### src/rtl/imem_fetch_arbiter.sv
// -----------------------------------------------------------------------------
// imem_fetch_arbiter
//
// Fetch sequencer for the front end. It generates the sequential fetch PC,
// reads the shared instruction memory port and buffers {pc, word} pairs in a
// small prefetch FIFO toward decode. A debug/inspection port shares the same
// memory read port through a two-requester arbiter that never lets debug win
// two consecutive contested cycles.
//
// Ports:
//   clock        in   system clock, all state updates on the rising edge
//   reset        in   synchronous active-high reset
//   mem_addr     out  byte address to instruction memory (bits [1:0] = 00)
//   mem_data     in   instruction memory read data (same-cycle)
//   redirect     in   branch/jump taken: flush FIFO and restart fetch
//   redirect_pc  in   new fetch address when redirect=1
//   inst_valid   out  FIFO head valid
//   inst         out  FIFO head instruction
//   inst_pc      out  byte address of inst
//   inst_ready   in   decode accepts the head this cycle
//   dbg_req      in   debug read request, held until dbg_ack
//   dbg_addr     in   debug byte address, stable while dbg_req is high
//   dbg_ack      out  one-cycle pulse, dbg_data valid
//   dbg_data     out  registered debug read result
// -----------------------------------------------------------------------------
module imem_fetch_arbiter #(
    parameter logic [31:0] RESET_PC  = 32'h0000_0000,
    parameter int unsigned DEPTH     = 4,
    parameter int unsigned MEM_WORDS = 256
) (
    input  logic        clock,
    input  logic        reset,
    output logic [31:0] mem_addr,
    input  logic [31:0] mem_data,
    input  logic        redirect,
    input  logic [31:0] redirect_pc,
    output logic        inst_valid,
    output logic [31:0] inst,
    output logic [31:0] inst_pc,
    input  logic        inst_ready,
    input  logic        dbg_req,
    input  logic [31:0] dbg_addr,
    output logic        dbg_ack,
    output logic [31:0] dbg_data
);

    localparam int unsigned      PtrW     = (DEPTH > 1) ? $clog2(DEPTH) : 1;
    localparam int unsigned      CntW     = PtrW + 1;
    localparam logic [CntW-1:0]  DepthCnt = CntW'(DEPTH);
    localparam logic [31:0]      AddrSpan = 32'(MEM_WORDS * 4);

    typedef enum logic {
        GntFetch,
        GntDbg
    } grant_e;

    // State
    grant_e            r_last_grant;
    grant_e            w_last_grant_d;
    logic [31:0]       r_fetch_pc;
    logic [CntW-1:0]   r_count;
    logic [PtrW-1:0]   r_wptr;
    logic [PtrW-1:0]   r_rptr;
    logic              r_dbg_ack;
    logic [31:0]       r_dbg_data;
    logic [31:0]       r_fifo_inst [DEPTH];
    logic [31:0]       r_fifo_pc   [DEPTH];

    // Combinational
    logic              w_fetch_want;
    logic              w_dbg_want;
    logic              w_grant_dbg;
    logic              w_grant_fetch;
    logic              w_pop;
    logic [31:0]       w_pc_inc;
    logic [31:0]       w_pc_seq;
    logic [31:0]       w_pc_redir;

    // No pop credit: a full FIFO waits for the pop to land before fetching.
    assign w_fetch_want = (r_count < DepthCnt) && !redirect;
    // The ack cycle itself is never granted.
    assign w_dbg_want   = dbg_req && !r_dbg_ack;

    // Debug wins a contested cycle unless it won the previous grant.
    assign w_grant_dbg   = w_dbg_want && (!w_fetch_want || (r_last_grant != GntDbg));
    assign w_grant_fetch = w_fetch_want && !w_grant_dbg;

    assign w_pop = (r_count != '0) && inst_ready && !redirect;

    // fetch_pc is always word aligned and below AddrSpan, so one compare wraps it.
    assign w_pc_inc   = r_fetch_pc + 32'd4;
    assign w_pc_seq   = (w_pc_inc >= AddrSpan) ? 32'd0 : w_pc_inc;
    assign w_pc_redir = (redirect_pc & 32'hFFFF_FFFC) % AddrSpan;

    assign mem_addr = w_grant_dbg ? (dbg_addr & 32'hFFFF_FFFC) : r_fetch_pc;

    assign inst_valid = (r_count != '0);
    assign inst       = r_fifo_inst[r_rptr];
    assign inst_pc    = r_fifo_pc[r_rptr];
    assign dbg_ack    = r_dbg_ack;
    assign dbg_data   = r_dbg_data;

    // Arbiter next state: updates only on a grant.
    always_comb begin
        w_last_grant_d = r_last_grant;
        if (w_grant_dbg) begin
            w_last_grant_d = GntDbg;
        end else if (w_grant_fetch) begin
            w_last_grant_d = GntFetch;
        end
    end

    always_ff @(posedge clock) begin
        if (reset) begin
            r_last_grant <= GntFetch;
        end else begin
            r_last_grant <= w_last_grant_d;
        end
    end

    // Fetch PC, FIFO control and debug result.
    always_ff @(posedge clock) begin
        if (reset) begin
            r_fetch_pc <= RESET_PC;
            r_count    <= '0;
            r_wptr     <= '0;
            r_rptr     <= '0;
            r_dbg_ack  <= 1'b0;
            r_dbg_data <= 32'd0;
        end else begin
            r_dbg_ack <= w_grant_dbg;
            if (w_grant_dbg) begin
                r_dbg_data <= mem_data;
            end

            if (redirect) begin
                r_count    <= '0;
                r_wptr     <= '0;
                r_rptr     <= '0;
                r_fetch_pc <= w_pc_redir;
            end else begin
                if (w_grant_fetch) begin
                    r_fetch_pc <= w_pc_seq;
                    r_wptr     <= r_wptr + PtrW'(1);
                end
                if (w_pop) begin
                    r_rptr <= r_rptr + PtrW'(1);
                end
                if (w_grant_fetch && !w_pop) begin
                    r_count <= r_count + CntW'(1);
                end else if (!w_grant_fetch && w_pop) begin
                    r_count <= r_count - CntW'(1);
                end
            end
        end
    end

    // FIFO storage carries no reset; entries are only read while counted valid.
    always_ff @(posedge clock) begin
        if (!reset && w_grant_fetch) begin
            r_fifo_inst[r_wptr] <= mem_data;
            r_fifo_pc[r_wptr]   <= r_fetch_pc;
        end
    end

endmodule

### config.mk
export PLATFORM = sky130hd
export DESIGN_NAME = imem_fetch_arbiter
export DESIGN_NICKNAME = d
export VERILOG_FILES = /design/src/rtl/imem_fetch_arbiter.sv
export SDC_FILE = /design/constraint.sdc
export NUM_CORES = 1
export LEC_CHECK = 0
export CAP_MARGIN = 15
export CORE_ASPECT_RATIO = 2
export CORE_UTILIZATION = 45
export DETAILED_ROUTE_END_ITERATION = 10
export PLACE_DENSITY = 0.76
export SETUP_SLACK_MARGIN = 0.05
export SYNTH_ARGS = -nofsm -noshare
export SYNTH_HDL_FRONTEND = slang
export SYNTH_SLANG_ARGS = --single-unit
### constraint.sdc
create_clock -name clock -period 4.51 [get_ports clock]
set_input_delay 0.902 -clock clock [delete_from_list [all_inputs] [get_ports clock]]
set_output_delay 0.902 -clock clock [all_outputs]
set_load 0.05 [all_outputs]
==> results of run 1 <==
-- worst min-delay path: stages (launching register included) --
cell,delay [ns]
dfxtp_1,0.31
nand2_1,0.05
a21oi_1,0.05
-- worst max path at each step --
stage,end,start,cells after the start
after floorplan,r_fifo_inst[0][0],redirect,5
after global placement,mem_addr[23],redirect,8
after detailed placement,mem_addr[25],redirect,8
after CTS,inst_pc[15],flop,3
after global routing,r_fetch_pc[12],r_fetch_pc[2],9
final,inst_pc[15],flop,3
-- routing by layer --
metal | wire (um) | vias to the layer above
met5 | 0 | -
met4 | 922 | 0
met3 | 1140 | 53
met2 | 16500 | 253
met1 | 11200 | 4058
li1 | - | 3760
-- cells in the mapped netlist (all sizes together) (9+ instances only) --
| cell type | n |
|---|---|
| xor2 | 14 |
| o21ai | 9 |
| a21oi | 52 |
| nand4 | 14 |
| dfxtp | 75 |
| and2 | 9 |
| nand3 | 16 |
| buf | 25 |
| clkbuf | 37 |
| xnor2 | 26 |
| nand2 | 190 |
| mux4 | 64 |
| edfxtp | 256 |
| nor2 | 30 |
| a211oi | 16 |
-- state kept, by name (all words and copies together) (netlist names), named ones only --
name and flops:
dbg_data 32, r_fifo_pc 128, r_fetch_pc 32, r_last_grant 1
r_wptr 2, r_count 3, r_rptr 2, r_fifo_inst 128
dbg_ack 1
-- cell families after synthesis --
group | synth area share
compound gates | 0.0502
xor+xnor | 0.0262
fa+ha+maj | 0.00711
buf+inv | 0.0221
flops | 0.687
mux | 0.109
simple gates | 0.0985
-- area by class of cell --
type	count	area, sq um	area share
Inverter	8	30.0	0.00175
Tap cell	364	455	0.0265
Clock inverter	20	324	0.0188
Sequential cell	331	9200	0.535
Clock buffer	30	697	0.0405
Timing Repair Buffer	222	2580	0.150
Multi-Input combinational cell	503	3920	0.228
-- where the power goes --
group	total, mW	internal, mW	switching [mW]
clock network	2.68	1.59	1.09
registers	3.37	3.33	0.0413
logic	0.755	0.297	0.458
==> results.md, run 1 <==
- Worst EP required: 3.61 ns
- Initial antenna violation count: 0
- Crit path max fanout: 19
- CP startpoint kind: flop
- Area growth syn-to-layout: 28.6%
- DR vias: 8,124
- Post-route setup TNS: 0 ns
- Worst r2r dst: r_fetch_pc[18]
- Clock sinks: 331
- CP endpoint kind: output port
- Critical-path top delay cell: clkdlybuf4s50_1
- Routed WL: 29,800 um
- GR Util met2: 0.370
- Seq/Total Area, Yosys: 0.687
- Placed cell count: 1,428
- Met3 Resource Use GR: 0.0211
- Die Area: 30,500 sq um
- I/O pin total: 231
- Worst IR Drop VDD: 0.271 mV
- Part of the cycle the worst path needs: 0.826
- Worst hold slack: 0.455 ns
- Ys Warns: 0
- Most frequent cells in the layout: edfxtp_1, nand2_1, clkdlybuf4s50_1, dfxtp_1, mux4_2
- Clk pin slew, worst setup/hold paths: 0.07 ns
- Mapped Cells: 904
- Dpl hpwl: 19,100 um
- Die width: 124 um
- WL/cell: 20.2 um
- EDFF count, synth: 256
- Hold path startpoint: dbg_data[31]
- Vias in the first global route: 8,188
- Met1 Usage GRT: 0.224
- Dpl cell area: 16,200 sq um
- Post-synth ARST share: 0
- Slew Viols, Final: 0
- Cell Area, Synth: 13,400 sq um
- Reg2reg start: r_fetch_pc[2]
- Hold Crit Endpoint: dbg_data[31]
- First-pass GRT wire length: 45,100 um
- CTS tree: done
- Total CTS buffers: 27
- Crit Path Class: flop to output port
- Fin Clk Skew: 0.0304 ns
- Cell row count: 89
- Total Routing Usage GR: 0.199
- LEAKAGE: 5.80 nW
- Setup ws final: 0.787 ns
- Slew @ Worst Pin: 1.04 ns
- DRC violations left: 0
- Worst rel slew slack: 0.306
- Worst Path Buf+Inv: 2
- Final-report hold violation count: 0
- Htree depth: 1
- Top-area cell type share of the netlist area: 0.574
- Resize count post-CTS: 0
- Critical Path AT: 2.82 ns
- Mapped Avg Cell Area: 14.8 sq um
- Synth Net Count: 1,012
- Layout cells sized above 1: 0.176
- Max clock buf depth: 3
- Place WS: 0.784 ns
- Ant diodes: 0
- Final cell count without fillers: 1,478
- Min-Delay Path Class: flop to flop
- Largest net degree at the start of global routing: 51
- CTS root buffer: clkbuf_16
- Top_reg_cell synth: edfxtp_1
- Gr ovfl total: 0
- Synth unique cells: 51
- Area leader, netlist: edfxtp_1
- Fill cell count: 2,245
- Hold bufs inserted after CTS: 0
- Delay-heaviest family, CP: buffers and inverters
- Vert. Die Dim: 246 um
- R2R Setup Slk: 0.82 ns
- Number of synthesized register bits: 331
- Final nets: 1,201
- DRT antenna net count: 0
- Final setup viols: 0
- Status: finished, final reports clean
- R2R depth: 9
- Area contributors post-synth: edfxtp_1, dfxtp_1, mux4_2, nand2_1, a21oi_1
- Gr busiest metal: met2
- Drt via density: 5.50
- Worst skew pair latency: 0.55 ns
- Drt first-iter violations: 529
- Pwr Density: 395 nW/um^2
- Initial Utilization: 0.455
- I/O Buffers: 204
- Design area: 17,200 sq um
- CP Cell Sequence: buf_4, mux4_2, clkdlybuf4s50_1
- Slowest stage delay, CP: 0.72 ns
- Core ar.: 29,400 sq um
- RSZ-0062 raised after global routing: false
- Gpl congestion: 0.873
- MaxCap Viol Count: 0
- Commonest non-fill, non-tap cell in the layout: edfxtp_1
- TritonRoute pass-1 iters: 5
- Post-CTS Setup Bufs: 0
- Max Clk Rate: 0.269 GHz
- Post-layout util: 0.585
- Hold depth: 2
- Final Power: 6.80 mW
- Tmin final: 3.72 ns
Power figures use the tool's default switching activity.
==> inputs of run 2 (changes only) <==
- clock period: 4.51 -> 3.65 ns (I/O delays scaled with it)
==> results.md, run 2 (synthesis gave the netlist of run 1 again) <==
- DR vias: 8,125 (+0.012%)
- Dpl cell area: 16,200 sq um (+0.37%)
- Crit path max fanout: 29 (+10)
- Largest registers: r_fifo_inst (128), r_fifo_pc (128)
- Vias in the first global route: 8,302 (+1.4%)
- Routed WL: 30,000 um (+0.63%)
- Layout cells sized above 1: 0.179 (+0.00320)
- DRT antenna net count: 0 (unchanged)
- Critical Path AT: 2.75 ns (-0.07 ns)
- Largest net degree at the start of global routing: 48 (-5.9%)
- R2R Setup Slk: 0.62 ns (-0.20 ns)
- Gpl congestion: 0.854 (-2.2%)
- CP startpoint kind: flop
- Hold path startpoint: dbg_data[6]
- Part of the cycle the worst path needs: 0.952
- Clock sinks: 331 (unchanged)
- Crit Path Class: flop to output port
- Drt via density: 5.47 (-0.53%)
- Place WS: 0.551 ns (-0.233 ns)
- Worst EP required: 2.92 ns (-0.69 ns)
- Worst Path Buf+Inv: 2 (unchanged)
- Die width: 124 um (unchanged)
- Die Area: 30,500 sq um (unchanged)
- Worst IR Drop VDD: 0.351 mV (+30%)
- Initial antenna violation count: 0 (unchanged)
- Fill cell count: 2,280 (+1.6%)
- Resize count post-CTS: 0 (unchanged)
- Tmin final: 3.48 ns
- Final cell count without fillers: 1,486 (+0.54%)
- I/O pin total: 231 (unchanged)
- Gr ovfl total: 0 (unchanged)
- LEAKAGE: 5.80 nW (about the same)
- RSZ-0062 raised after global routing: false
- I/O Buffers: 204 (unchanged)
- CP Cell Sequence: buf_12, mux4_2, clkdlybuf4s50_1
- Reg2reg start: r_fetch_pc[3]
- Drt first-iter violations: 534 (+0.95%)
- DRC violations left: 0 (unchanged)
- Final setup viols: 0 (unchanged)
- Commonest non-fill, non-tap cell in the layout: edfxtp_1
- Cell row count: 89 (unchanged)
- Hold bufs inserted after CTS: 0 (unchanged)
- CP endpoint kind: output port
- Ant diodes: 0 (unchanged)
- Design area: 17,200 sq um (-0.15%)
- Dpl hpwl: 19,700 um (+2.8%)
- R2R depth: 9 (unchanged)
- Final-report hold violation count: 0 (unchanged)
- Worst r2r dst: r_fetch_pc[16]
- CTS tree: done
- Total CTS buffers: 27 (unchanged)
- Max Clk Rate: 0.288 GHz
- Min-Delay Path Class: flop to flop
- Worst rel slew slack: 0.460 (+0.154)
- Htree depth: 1 (unchanged)
- Max clock buf depth: 3 (unchanged)
- Placed cell count: 1,436 (+0.56%)
- Post-CTS Setup Bufs: 0 (unchanged)
- Hold depth: 2 (unchanged)
- Vert. Die Dim: 246 um (unchanged)
- First-pass GRT wire length: 46,000 um (+2.0%)
- MaxCap Viol Count: 0 (unchanged)
- TritonRoute pass-1 iters: 6 (+1)
- Reg area: 9200 sq um (unchanged)
- Initial Utilization: 0.455 (unchanged)
- CTS root buffer: clkbuf_16
- Delay-heaviest family, CP: buffers and inverters
- Fin Clk Skew: 0.0202 ns (-0.0101 ns)
- Area growth syn-to-layout: 28.4%
- Multi-input gate area in the final layout: 3920 sq um (unchanged)
- Status: finished, final reports clean
- Pwr Density: 474 nW/um^2 (+20%)
- Setup ws final: 0.173 ns (-0.613 ns)
- Hold Crit Endpoint: dbg_data[6]
- Post-route setup TNS: 0 ns (unchanged)
- Worst skew pair latency: 0.55 ns (about the same)
- Worst hold slack: 0.454 ns (-0.00129 ns)
- Most frequent cells in the layout: edfxtp_1, nand2_1, clkdlybuf4s50_1, dfxtp_1, mux4_2
- Slowest stage delay, CP: 0.72 ns (about the same)
- Total Routing Usage GR: 0.202 (+0.00332)
- WL/cell: 20.2 um (about the same)
- Slew Viols, Final: 0 (unchanged)
- Critical-path top delay cell: clkdlybuf4s50_1
- Final nets: 1,209 (+0.67%)
- Clk pin slew, worst setup/hold paths: 0.07 ns (about the same)
- Core ar.: 29,400 sq um (unchanged)
- Slew @ Worst Pin: 0.807 ns (-0.234 ns)
run 2: cell count changes in the layout (fill, tap and decap cells not counted), sizes merged:
cell / change
bufinv: -3
clkinv: +4
buf: +8
inv: -3
clkbuf: +2
run 2: report_power, final:
part	switching (mW)	total (mW)	internal, mW	leakage (nW)
Combinational	0.569	0.940	0.371	2.32
Sequential	0.0491	4.16	4.11	3.04
Clock	1.31	3.04	1.73	0.448
Total	1.92	8.14	6.22	5.80
run 2: worst max-delay path by stage:
stage,startpoint,to,depth (start not counted)
global route,flop,inst_pc[18],3
detailed placement,redirect,r_fifo_pc[3][17],7
floorplan,redirect,r_fifo_inst[1][0],5
global placement,redirect,r_fifo_pc[3][17],7
CTS,flop,inst_pc[18],3
finish,flop,inst_pc[18],3
run 2: worst reg2reg max path: cells and delay by family (launching register included):
kind	cells	cell delay [ns]
muxes	1	0.34
AOI/OAI and AO/OA	2	0.38
adders and majority gates	1	0.31
buffers and inverters	1	0.23
DFF	1	0.57
and+or+nand+nor	4	1.09
run 2: final cells by class:
type / instances / share of cell area
Clock inverter: 18 / 0.0140
Clock buffer: 32 / 0.0404
Tap cell: 364 / 0.0265
Sequential cell: 331 / 0.535
Timing Repair Buffer: 230 / 0.154
Multi-Input combinational cell: 503 / 0.228
Inverter: 8 / 0.00175
run 2: metrics by stage:
step                 util  power (mW)
floorplan               -        4.76
global placement    0.552        5.18
detailed placement  0.552        5.19
CTS                 0.584        8.22
global route        0.584        8.40
finish              0.584        8.14
run 2: metal layers:
layer  track usage  part of all wire
met2         0.385              0.57
met1         0.226              0.37
met5             0                 0
met4        0.0714             0.028
met3        0.0206             0.038
==> inputs of run 3 (changes only) <==
- CELL_PAD_IN_SITES_DETAIL_PLACEMENT: unset -> 1
- CELL_PAD_IN_SITES_GLOBAL_PLACEMENT: unset -> 2
- CORE_UTILIZATION: 45 -> 37
- PLACE_DENSITY: 0.76 -> 0.86
==> results.md, run 3 (synthesis gave the netlist of run 1 again) <==
- Slew Viols, Final: 0 (unchanged)
- Min-Delay Path Class: flop to flop
- Slowest stage delay, CP: 0.73 ns (about the same)
- Ant diodes: 0 (unchanged)
- RSZ-0062 raised after global routing: false
- Htree depth: 1 (unchanged)
- Worst IR Drop VDD: 0.288 mV (-18%)
- Drt via density: 5.17 (-5.4%)
- Gr ovfl total: 0 (unchanged)
- Layout cells sized above 1: 0.194 (+0.0150)
- Drt first-iter violations: 351 (-34%)
- DRT antenna net count: 0 (unchanged)
- CP startpoint kind: flop
- Initial Utilization: 0.375 (-0.0802)
- Tmin final: 3.46 ns (-0.0179 ns)
- I/O pin total: 231 (unchanged)
- Fin Clk Skew: 0.0122 ns (-0.00800 ns)
- Crit path max fanout: 19 (-34%)
- Total CTS buffers: 28 (+3.7%)
- CP Cell Sequence: buf_12, mux4_2, clkdlybuf4s50_1
- First-pass GRT wire length: 52,600 um (+14%)
- Crit Path Class: flop to output port
- Critical-path top delay cell: clkdlybuf4s50_1
- Cell row count: 98 (+10%)
- DR vias: 8,186 (+0.75%)
- Area growth syn-to-layout: 30.2%
- Gpl congestion: 0.792 (-7.3%)
- Worst skew pair latency: 0.55 ns (about the same)
- MaxCap Viol Count: 0 (unchanged)
- WL/cell: 21.5 um (+6.5%)
- Worst rel slew slack: 0.521 (+0.0611)
- Final setup viols: 0 (unchanged)
- LEAKAGE: 5.89 nW (+1.5%)
- Dpl hpwl: 23,000 um (+17%)
- Clock sinks: 331 (unchanged)
- Max Clk Rate: 0.289 GHz (+0.52%)
- Vias in the first global route: 9,056 (+9.1%)
- R2R Setup Slk: 0.56 ns (-0.06 ns)
- Clk pin slew, worst setup/hold paths: 0.07 ns (about the same)
- Post-CTS Setup Bufs: 0 (unchanged)
- Part of the cycle the worst path needs: 0.948 (-0.00491)
- Slew @ Worst Pin: 0.713 ns (-0.0946 ns)
- Post-route setup TNS: 0 ns (unchanged)
- Critical Path AT: 2.73 ns (-0.02 ns)
- CTS root buffer: clkbuf_16
- I/O Buffers: 204 (unchanged)
- Resize count post-CTS: 0 (unchanged)
- Routed WL: 34,000 um (+13%)
- Commonest non-fill, non-tap cell in the layout: edfxtp_1
- Die width: 136 um (+10%)
- Hold bufs inserted after CTS: 0 (unchanged)
- Largest net degree at the start of global routing: 46 (-4.2%)
- Core ar.: 35,700 sq um (+21%)
- Vert. Die Dim: 271 um (+10%)
- Initial antenna violation count: 1 (+1)
- Final-report hold violation count: 0 (unchanged)
- Total Routing Usage GR: 0.190 (-0.0118)
- Status: finished, final reports clean
- Dpl cell area: 16,500 sq um (+1.4%)
- CP endpoint kind: output port
- Pwr Density: 471 nW/um^2 (-0.71%)
- TritonRoute pass-1 iters: 4 (-2)
- Largest registers: r_fifo_inst (128), r_fifo_pc (128)
- Max clock buf depth: 3 (unchanged)
- Fill cell count: 3,512 (+54%)
- Final nets: 1,220 (+0.91%)
- CTS tree: done
- DRC violations left: 0 (unchanged)
- Most frequent cells in the layout: edfxtp_1, nand2_1, clkdlybuf4s50_1, dfxtp_1, mux4_2
- Die Area: 37,000 sq um (+21%)
- Design area: 17,400 sq um (+1.5%)
- Worst EP required: 2.92 ns (about the same)
-- run 3: cell count changes in the layout (fill, tap and decap cells not counted), moves of 2 or more --
cell,delta
buf_4,+10
buf_12,+5
clkbuf_8,+5
clkbuf_1,-2
clkinv_4,+2
clkbuf_16,+2
bufinv_16,-3
clkdlybuf4s50_1,-5
clkinv_2,-2
-- run 3: per-layer routing --
metal / global-route usage / share of wire / routed length, um
met2: 0.372 / 0.57 / 19400
met1: 0.200 / 0.36 / 12200
met4: 0.0751 / 0.035 / 1180
met3: 0.0195 / 0.034 / 1160
met5: 0 / 0.00026 / 9
-- run 3: final timing paths --
kind              cells after the start          start              to
hold / removal                        2   dbg_data[16]    dbg_data[16]
setup / recovery                      3           flop     inst_pc[17]
setup reg to reg                     10  r_fetch_pc[2]  r_fetch_pc[22]
hold reg to reg                       2   dbg_data[16]    dbg_data[16]
-- run 3: where the power goes --
group	internal [mW]	total [mW]	switching, mW
clock	1.71	3.07	1.36
combinational	0.378	0.972	0.594
sequential	4.11	4.16	0.0444
total	6.20	8.20	2.00
-- run 3: through the flow --
stage	setup WS [ns]	hold slack, ns	std cells	power [mW]	utilization
after global routing	0.0714	0.483	1583	8.46	0.488
after detailed placement	0.531	0.453	1532	5.22	0.462
after global placement	0.544	0.442	1532	5.20	0.462
after floorplan	0.223	0.447	904	4.76	-
final	0.191	0.459	1583	8.20	0.488
after CTS	0.110	0.464	1583	8.30	0.488
-- run 3: layout make-up --
cell class / instances / area, sq um / share of cell area
inverter: 8 / 30.0 / 0.00172
multi-input combinational: 503 / 3920 / 0.225
clock buffer: 37 / 806 / 0.0462
sequential: 331 / 9200 / 0.528
tap: 450 / 563 / 0.0323
timing repair buffer: 240 / 2770 / 0.159
clock inverter: 14 / 146 / 0.00840
-- run 3: worst max-delay path, delay by kind of cell, from the launching register on --
family   cells  cell delay (ns)
flops        1             0.62
buf+inv      2             0.97
mux          1             0.56
